<file path="src/rtl/dsm_bridge_driver.sv">
// Full H-bridge gate driver fed by the ternary delta-sigma code.
// Each leg runs its own dead-time FSM; includes fault latch, bad-code flag and switch counter.
module dsm_bridge_driver #(
   parameter int DT_BITS  = 8,
   parameter int DEAD_CYC = 4,
   parameter int CNT_BITS = 16
) (
   input  logic                clock,
   input  logic                reset,
   input  logic [1:0]          pwm,
   input  logic                enable,
   input  logic                fault,
   output logic                hs_a,
   output logic                ls_a,
   output logic                hs_b,
   output logic                ls_b,
   output logic                fault_lat,
   output logic                err_code,
   output logic [CNT_BITS-1:0] sw_count
);

   localparam logic [1:0] S_OFF  = 2'd0;
   localparam logic [1:0] S_DEAD = 2'd1;
   localparam logic [1:0] S_HIGH = 2'd2;
   localparam logic [1:0] S_LOW  = 2'd3;

   localparam logic [DT_BITS-1:0] DEAD_LD = DT_BITS'(DEAD_CYC);

   logic [1:0]          pwm_q;
   logic                fault_lat_q, fault_lat_d;
   logic                err_q, err_d;
   logic [CNT_BITS-1:0] cnt_q, cnt_d;
   logic [1:0]          st_q [2];
   logic [1:0]          st_d [2];
   logic [DT_BITS-1:0]  dt_q [2];
   logic [DT_BITS-1:0]  dt_d [2];
   logic [1:0]          hs_q, hs_d, ls_q, ls_d;
   logic [1:0]          ent;
   logic [1:0]          tgt_hi;
   logic                run;

   function automatic logic [CNT_BITS-1:0] sat_add(input logic [CNT_BITS-1:0] a,
                                                    input logic [1:0]          inc);
      logic [CNT_BITS:0] s;
      s = {1'b0, a} + (CNT_BITS+1)'(inc);
      return s[CNT_BITS] ? {CNT_BITS{1'b1}} : s[CNT_BITS-1:0];
   endfunction

   always_comb begin
      run         = enable & ~fault_lat_q;
      // Leg A drives high on +1, leg B on -1; 00 and the illegal 10 freewheel low.
      tgt_hi[0]   = (pwm_q == 2'b01);
      tgt_hi[1]   = (pwm_q == 2'b11);
      // Set dominates the enable-low clear.
      fault_lat_d = fault | (fault_lat_q & enable);
      err_d       = err_q | (pwm == 2'b10);
      hs_d        = 2'b00;
      ls_d        = 2'b00;
      ent         = 2'b00;
      for (int l = 0; l < 2; l++) begin
         st_d[l] = st_q[l];
         dt_d[l] = dt_q[l];
         if (!run) begin
            st_d[l] = S_OFF;
         end else begin
            case (st_q[l])
               S_OFF: begin
                  st_d[l] = S_DEAD;
                  dt_d[l] = DEAD_LD;
               end
               S_DEAD: begin
                  // Target is only looked at on the last dead cycle, so reverts never shorten it.
                  if (dt_q[l] <= DT_BITS'(1)) begin
                     ent[l] = 1'b1;
                     if (tgt_hi[l]) begin
                        st_d[l] = S_HIGH;
                        hs_d[l] = 1'b1;
                     end else begin
                        st_d[l] = S_LOW;
                        ls_d[l] = 1'b1;
                     end
                  end else begin
                     dt_d[l] = dt_q[l] - DT_BITS'(1);
                  end
               end
               S_HIGH: begin
                  if (!tgt_hi[l]) begin
                     st_d[l] = S_DEAD;
                     dt_d[l] = DEAD_LD;
                  end else begin
                     hs_d[l] = 1'b1;
                  end
               end
               default: begin
                  if (tgt_hi[l]) begin
                     st_d[l] = S_DEAD;
                     dt_d[l] = DEAD_LD;
                  end else begin
                     ls_d[l] = 1'b1;
                  end
               end
            endcase
         end
      end
      cnt_d = sat_add(cnt_q, {1'b0, ent[0]} + {1'b0, ent[1]});
   end

   always_ff @(posedge clock) begin
      if (reset) begin
         pwm_q       <= 2'b00;
         fault_lat_q <= 1'b0;
         err_q       <= 1'b0;
         cnt_q       <= '0;
         hs_q        <= 2'b00;
         ls_q        <= 2'b00;
         for (int l = 0; l < 2; l++) begin
            st_q[l] <= S_OFF;
            dt_q[l] <= '0;
         end
      end else begin
         pwm_q       <= pwm;
         fault_lat_q <= fault_lat_d;
         err_q       <= err_d;
         cnt_q       <= cnt_d;
         hs_q        <= hs_d;
         ls_q        <= ls_d;
         for (int l = 0; l < 2; l++) begin
            st_q[l] <= st_d[l];
            dt_q[l] <= dt_d[l];
         end
      end
   end

   assign hs_a      = hs_q[0];
   assign ls_a      = ls_q[0];
   assign hs_b      = hs_q[1];
   assign ls_b      = ls_q[1];
   assign fault_lat = fault_lat_q;
   assign err_code  = err_q;
   assign sw_count  = cnt_q;

endmodule

</file>
<file path="config.mk">
export PLATFORM = sky130hd
export DESIGN_NAME = dsm_bridge_driver
export DESIGN_NICKNAME = d
export VERILOG_FILES = /design/src/rtl/dsm_bridge_driver.sv
export SDC_FILE = /design/constraint.sdc
export NUM_CORES = 1
export LEC_CHECK = 0
export BUFFER_PORTS_ARGS = -buffer_cell sky130_fd_sc_hd__buf_2
export CAP_MARGIN = 20
export CORE_ASPECT_RATIO = 1.4
export CORE_UTILIZATION = 45
export CTS_CLUSTER_SIZE = 30
export DETAILED_ROUTE_END_ITERATION = 10
export GPL_ROUTABILITY_DRIVEN = 0
export SETUP_SLACK_MARGIN = 0.05
export SLEW_MARGIN = 10
export SYNTH_ARGS = -nofsm -noshare
export SYNTH_HDL_FRONTEND = slang
export SYNTH_SLANG_ARGS = --single-unit
export TNS_END_PERCENT = 50
</file>
<file path="constraint.sdc">
create_clock -name clock -period 9.4 [get_ports clock]
set_clock_uncertainty 0.2 [all_clocks]
set_input_delay 0.94 -clock clock [delete_from_list [all_inputs] [get_ports clock]]
set_output_delay 0.94 -clock clock [all_outputs]
set_load 0.03 [all_outputs]
</file>
==> impl_metrics.env, run 1 <==
export IMPL_drv_slew=0
export IMPL_antenna_violation_net_count_after_detailed_routing=0
export IMPL_timing_final_setup_violations=0
export IMPL_fillerInstances=508
export IMPL_layout_drive_gt1_share=0.160
export IMPL_seqCellArea_um2=881
export IMPL_vias=1957
export IMPL_synth_xor_area_frac=0.0382
export IMPL_antenna_cells_inserted=0
export IMPL_reg2reg_setup_slack_ps=5780
export IMPL_synth_edf_count=0
export IMPL_ys_flop_type="sky130_fd_sc_hd__dfxtp_1"
export IMPL_post_drt_via_cell_ratio=5.58
export IMPL_synth_compound_area_share=0.195
export IMPL_cp_start_kind="flip-flop"
export IMPL_cts_hold_buffers_added=0
export IMPL_wire_length_of_the_first_global_routing_pass_um=8240
export IMPL_vdd_ir_drop_max_uv=98.3
export IMPL_clock_tree_from_tritoncts="built"
export IMPL_tritoncts_num_buffers=5
export IMPL_netlist_cell_type_count=51
export IMPL_cts_buffer_depth=2
export IMPL_timing_worst_slew_pin_value_ps=664
export IMPL_layout_nets=306
export IMPL_dp_hpwl_um=3570
export IMPL_clock_sink_count=44
export IMPL_path_common_cell="sky130_fd_sc_hd__ha_1"
export IMPL_ys_seq_area_frac=0.384
export IMPL_worstPathRequired_ps=9420
export IMPL_yosys_warnings=0
export IMPL_crit_arrival_ps=3640
export IMPL_worstPathMaxFanout=13
export IMPL_num_io_pins=28
export IMPL_crit_slowest_cell="sky130_fd_sc_hd__or4b_1"
export IMPL_max_slew_margin_rel=0.557
export IMPL_power_density_nw_per_um2=165
export IMPL_fin_util=0.529
export IMPL_synth_seq_cells=44
export IMPL_async_flop_share=0
export IMPL_gr_usage_all_layers=0.191
export IMPL_synth_nets=281
export IMPL_hold_violations=0
export IMPL_synth_top_family_by_area="simple AND/OR/NAND/NOR gates"
export IMPL_clock_tree_root="sky130_fd_sc_hd__clkbuf_8"
export IMPL_drt_first_iter_violations=63
export IMPL_period_minus_slack_ps=3620
export IMPL_remaining_drc_errors=0
export IMPL_setup_tns_final_ps=0
export IMPL_max_freq_ghz=0.276
export IMPL_port_buffers=27
export IMPL_antenna_violations_before_repair=0
export IMPL_wirelength_um=4930
export IMPL_dieArea_um2=5390
export IMPL_post_cts_resized=0
export IMPL_syn_avg_cell_area_um2=8.79
export IMPL_grt_setup_unrepaired="false"
export IMPL_post_synthesis_adder_cell_area_fraction=0.0796
export IMPL_postCtsSetupBuffers=0
export IMPL_synthMuxAreaShare=0.0180
export IMPL_post_drt_wl_per_cell_um=14.0
export IMPL_max_cap_violations=0
export IMPL_vias_in_the_first_global_route=1805
export IMPL_firstDrtPassIters=4
export IMPL_post_synth_instance_area_um2=2290
export IMPL_source_to_sink_clock_delay_at_the_later_pin_of_the_worst_skew_pair_ps=290
export IMPL_die_width_um=62.4
export IMPL_crit_type="flip-flop to flip-flop"
export IMPL_critPathMaxStageDelay_ps=520
export IMPL_worst_setup_hold_path_clk_slew_ps=90
export IMPL_final_period_utilization=0.385
export IMPL_timing_critical_path_to_type="flip-flop"
export IMPL_placement_rows=30
export IMPL_grt_start_max_net_pins=36
export IMPL_fp_coreArea_um2=4880
export IMPL_global_route_overflow_total=0
export IMPL_die_y_um=86.5
export IMPL_start_util=0.470
export IMPL_run_status="completed"
export IMPL_synth_simple_area_share=0.239
export IMPL_multi_input_comb_area_um2=1310
export IMPL_final_hold_worst_slack_ps=264
export IMPL_postLayoutCellArea_um2=2580
export IMPL_detailed_place_area_um2=2470
export IMPL_synthesis_instances=261
export IMPL_hp_class="flip-flop to flip-flop"
export IMPL_htree_levels=2
export IMPL_cellLeakagePower_nw=1.01
export IMPL_worstPathCellList="inv_1 > ha_1 > or4b_1 > nor4_1 > fa_1 > ha_1 > nand3_1 > nor4_2 > nand2b_1 > a21oi_1"
export IMPL_syn2layout_area_growth_pct=12.5
[cells in the final DEF (no fill, tap or decap), types with 5 or more instances in the layout]
master	instances
sky130_fd_sc_hd__nor3_1	9
sky130_fd_sc_hd__a21oi_1	34
sky130_fd_sc_hd__nor2_1	18
sky130_fd_sc_hd__nand3_1	7
sky130_fd_sc_hd__dfxtp_1	44
sky130_fd_sc_hd__nand2_1	6
sky130_fd_sc_hd__xnor2_1	10
sky130_fd_sc_hd__o31ai_1	6
sky130_fd_sc_hd__clkbuf_8	5
sky130_fd_sc_hd__inv_1	19
sky130_fd_sc_hd__ha_1	13
sky130_fd_sc_hd__or4_1	10
sky130_fd_sc_hd__o21ai_0	11
sky130_fd_sc_hd__buf_2	27
sky130_fd_sc_hd__nand4_1	6
[worst max-delay path: cells and delay by family, from the launching register on]
family	cells	cell delay (ps)
and+or+nand+nor	5	1930
DFF	1	350
AOI/OAI and AO/OA	1	240
adders and majority gates	3	720
buffers and inverters	1	90
[cells by family after synthesis]
kind of cell | Yosys count
buffers and inverters | 28
DFF | 44
AOI/OAI and AO/OA | 71
xor gates and xnor gates | 10
and+or+nand+nor | 90
adders and majority gates | 14
muxes | 4
[through the flow]
stage	total power, mW	setup slack [ps]	std cells
2_1_floorplan	0.269	6210	261
3_3_place_gp	0.285	5790	343
3_5_place_dp	0.285	5650	343
4_1_cts	0.428	5750	351
5_1_grt	0.445	5380	351
6_report	0.425	5780	351
[synthesized netlist by cell type (2+ instances only)]
master,n,area [um^2]
sky130_fd_sc_hd__mux2i_1,3,30.0
sky130_fd_sc_hd__clkbuf_1,7,26.3
sky130_fd_sc_hd__a2111oi_0,3,26.3
sky130_fd_sc_hd__xnor2_1,10,87.6
sky130_fd_sc_hd__nand2_1,6,22.5
sky130_fd_sc_hd__nor4_2,2,25.0
sky130_fd_sc_hd__or3_1,4,25.0
sky130_fd_sc_hd__nand2b_1,4,25.0
sky130_fd_sc_hd__and2_1,2,12.5
sky130_fd_sc_hd__dfxtp_1,44,881
sky130_fd_sc_hd__nand4_1,6,37.5
sky130_fd_sc_hd__nand3_1,7,35.0
sky130_fd_sc_hd__and3_1,3,18.8
sky130_fd_sc_hd__a311oi_1,2,17.5
sky130_fd_sc_hd__o21ai_0,11,55.1
sky130_fd_sc_hd__or4_1,10,75.1
sky130_fd_sc_hd__nor4_1,4,25.0
sky130_fd_sc_hd__ha_1,13,163
sky130_fd_sc_hd__a31o_2,3,26.3
sky130_fd_sc_hd__a21oi_1,34,170
sky130_fd_sc_hd__o31ai_1,6,45.0
sky130_fd_sc_hd__a31oi_1,2,12.5
sky130_fd_sc_hd__nor2b_1,4,25.0
sky130_fd_sc_hd__nor2_1,18,67.6
sky130_fd_sc_hd__inv_1,19,71.3
sky130_fd_sc_hd__nor3_1,9,45.0
[flip-flops by register name, summed over array words and instances, names as in the netlist]
| signal | flops |
|---|---|
| fault_lat | 1 |
| ls_q | 2 |
| dt_q | 16 |
| err_code | 1 |
| pwm_q | 2 |
| st_q | 4 |
| sw_count | 16 |
| hs_q | 2 |
[final timing paths]
path               from           to  cells after the start
min reg2reg    err_code     err_code                      2
min            err_code     err_code                      2
max          st_q[0][1]  sw_count[1]                     10
max reg2reg  st_q[0][1]  sw_count[1]                     10
[power by group]
part	switching, mW	internal [mW]	leakage (nW)
Sequential	0.00977	0.195	0.358
Clock	0.0647	0.0789	0.0552
Combinational	0.0438	0.0327	0.601
Total	0.118	0.307	1.01
[final cells by class]
type / count / area share
sequential: 44 / 0.341
multi-input combinational: 189 / 0.506
clock buffer: 6 / 0.0281
clock inverter: 2 / 0.0136
inverter: 19 / 0.0276
tap: 64 / 0.0310
timing repair buffer: 27 / 0.0523
[routing by layer]
metal	vias up	global-route usage	wire length, um
li1	1008	-	-
met1	919	0.210	2230
met2	26	0.363	2490
met3	4	0.0408	151
met4	0	0.0634	61
met5	-	0	0
(Power assumes the default switching activity.)
==> inputs of run 2 (changes only) <==
clock period = 3.8 ns   (was 9.4 ns; I/O delays follow)
==> impl_metrics.env, run 2 (same netlist as run 1, synthesis figures left out) <==
export IMPL_run_status="completed"
export IMPL_clock_tree_from_tritoncts="built"
export IMPL_die_width_um=62.4
export IMPL_antenna_cells_inserted=0
export IMPL_detailed_place_area_um2=2480
export IMPL_layout_cells_non_filler=352
export IMPL_layout_nets=307
export IMPL_postLayoutCellArea_um2=2590
export IMPL_clock_sink_count=44
export IMPL_crit_slowest_cell="sky130_fd_sc_hd__or4b_1"
export IMPL_vias=2016
export IMPL_pwr_share_clk=0.342
export IMPL_path_common_cell="sky130_fd_sc_hd__ha_1"
export IMPL_drt_first_iter_violations=98
export IMPL_timing_critical_path_to_type="flip-flop"
export IMPL_power_density_nw_per_um2=408
export IMPL_layout_common_cells="sky130_fd_sc_hd__dfxtp_1 (44), sky130_fd_sc_hd__a21oi_1 (34), sky130_fd_sc_hd__buf_2 (27)"
export IMPL_crit_arrival_ps=3360
export IMPL_source_to_sink_clock_delay_at_the_later_pin_of_the_worst_skew_pair_ps=300
export IMPL_setup_tns_final_ps=0
export IMPL_antenna_violation_net_count_after_detailed_routing=0
export IMPL_htree_levels=2
export IMPL_worst_slack_ps=461
export IMPL_antenna_violations_before_repair=0
export IMPL_placement_rows=30
export IMPL_die_y_um=86.5
export IMPL_final_period_utilization=0.879
export IMPL_multi_input_comb_area_um2=1310
export IMPL_switching_power_mw=0.300
export IMPL_drv_slew=0
export IMPL_p_seq_frac=0.480
export IMPL_crit_family="simple AND/OR/NAND/NOR gates"
export IMPL_worstPathRequired_ps=3820
export IMPL_placement_setup_worst_slack_ps=342
export IMPL_hp_class="input pin to flip-flop"
export IMPL_timing_worst_slew_pin_value_ps=679
export IMPL_internal_power_mw=0.758
export IMPL_worst_setup_hold_path_clk_slew_ps=90
export IMPL_firstDrtPassIters=4
export IMPL_cellLeakagePower_nw=1.02
export IMPL_leading_cell_type_in_the_layout_fill_and_taps_excluded="sky130_fd_sc_hd__dfxtp_1"
export IMPL_vias_in_the_first_global_route=1873
export IMPL_combinationalPowerShare=0.179
export IMPL_post_place_cells=344
export IMPL_remaining_drc_errors=0
export IMPL_cts_hold_buffers_added=0
export IMPL_crit_type="flip-flop to flip-flop"
export IMPL_power_share_switching=0.283
export IMPL_max_freq_ghz=0.300
export IMPL_wirelength_um=5150
export IMPL_max_slew_margin_rel=0.547
export IMPL_cp_num_buf_inv=1
export IMPL_critPathLaunch="st_q[0][1]"
export IMPL_layout_drive_gt1_share=0.167
export IMPL_cts_buffer_depth=2
export IMPL_worst_hold_startpoint="pwm[1]"
export IMPL_grt_setup_unrepaired="false"
export IMPL_seqCellArea_um2=881
export IMPL_timing_final_setup_violations=0
export IMPL_max_cap_violations=0
export IMPL_period_minus_slack_ps=3340
export IMPL_global_route_usage_met1=0.230
export IMPL_r2r_start="st_q[0][1]"
export IMPL_grt_met2_usage=0.378
export IMPL_clock_tree_root="sky130_fd_sc_hd__clkbuf_8"
export IMPL_vdd_ir_drop_max_uv=249
export IMPL_critPathMaxStageDelay_ps=520
export IMPL_fillerInstances=485
export IMPL_tritoncts_num_buffers=5
export IMPL_post_drt_wl_per_cell_um=14.6
export IMPL_wire_length_of_the_first_global_routing_pass_um=8700
export IMPL_grt_start_max_net_pins=36
export IMPL_start_util=0.470
export IMPL_gr_usage_all_layers=0.204
export IMPL_syn2layout_area_growth_pct=13.0
export IMPL_port_buffers=27
export IMPL_groute_layer_met3_usage=0.0447
export IMPL_worstPathCellList="inv_1 > ha_1 > or4b_1 > nor4_1 > fa_1 > ha_1 > nand3_1 > nor4_2 > nand2b_2 > a21oi_1"
export IMPL_global_route_overflow_total=0
export IMPL_hold_violations=0
export IMPL_num_io_pins=28
export IMPL_fp_coreArea_um2=4880
export IMPL_post_drt_via_cell_ratio=5.73
export IMPL_cp_start_kind="flip-flop"
export IMPL_global_route_peak_usage_layer="met2"
export IMPL_worstPathMaxFanout=13
export IMPL_dp_hpwl_um=3620
export IMPL_dieArea_um2=5390
run 2: worst paths after layout:
path,endpoint,slack (ps),depth (start not counted)
max reg2reg,sw_count[4],460,10
min,pwm_q[1],100,2
min reg2reg,err_code,270,2
max,sw_count[4],460,10
run 2: area by class of cell:
class                      count  share of cell area
multi-input combinational    189               0.505
clock buffer                   6              0.0280
inverter                      19              0.0275
clock inverter                 2              0.0135
sequential                    44               0.340
tap                           64              0.0309
timing repair buffer          28              0.0550
run 2: timing repair:
| action | in CTS | in global routing |
|---|---|---|
| resized for setup | 0 | 1 |
| endpoints found under the setup margin | 0 | 13 |
| setup buffers | 0 | 0 |
run 2: power by group through the flow:
stage | Sequential (mW) | Clock, mW | Combinational, mW
3_3_place_gp | 0.517 | 0 | 0.188
5_1_grt | 0.512 | 0.389 | 0.212
4_1_cts | 0.507 | 0.370 | 0.190
6_report | 0.507 | 0.361 | 0.189
3_5_place_dp | 0.517 | 0 | 0.189
2_1_floorplan | 0.517 | 0 | 0.148
run 2: metrics by stage:
step	power, mW	utilization	hold slack (ps)
global placement	0.705	0.509	241
finish	1.06	0.531	96.9
global route	1.11	0.531	101
floorplan	0.664	-	246
CTS	1.07	0.531	97.4
detailed placement	0.706	0.509	266
run 2: routing by layer:
metal  vias up  wire length, um
met5         -                0
met4         0               66
met1       981             2320
li1       1009                -
met3         4              141
met2        22             2630
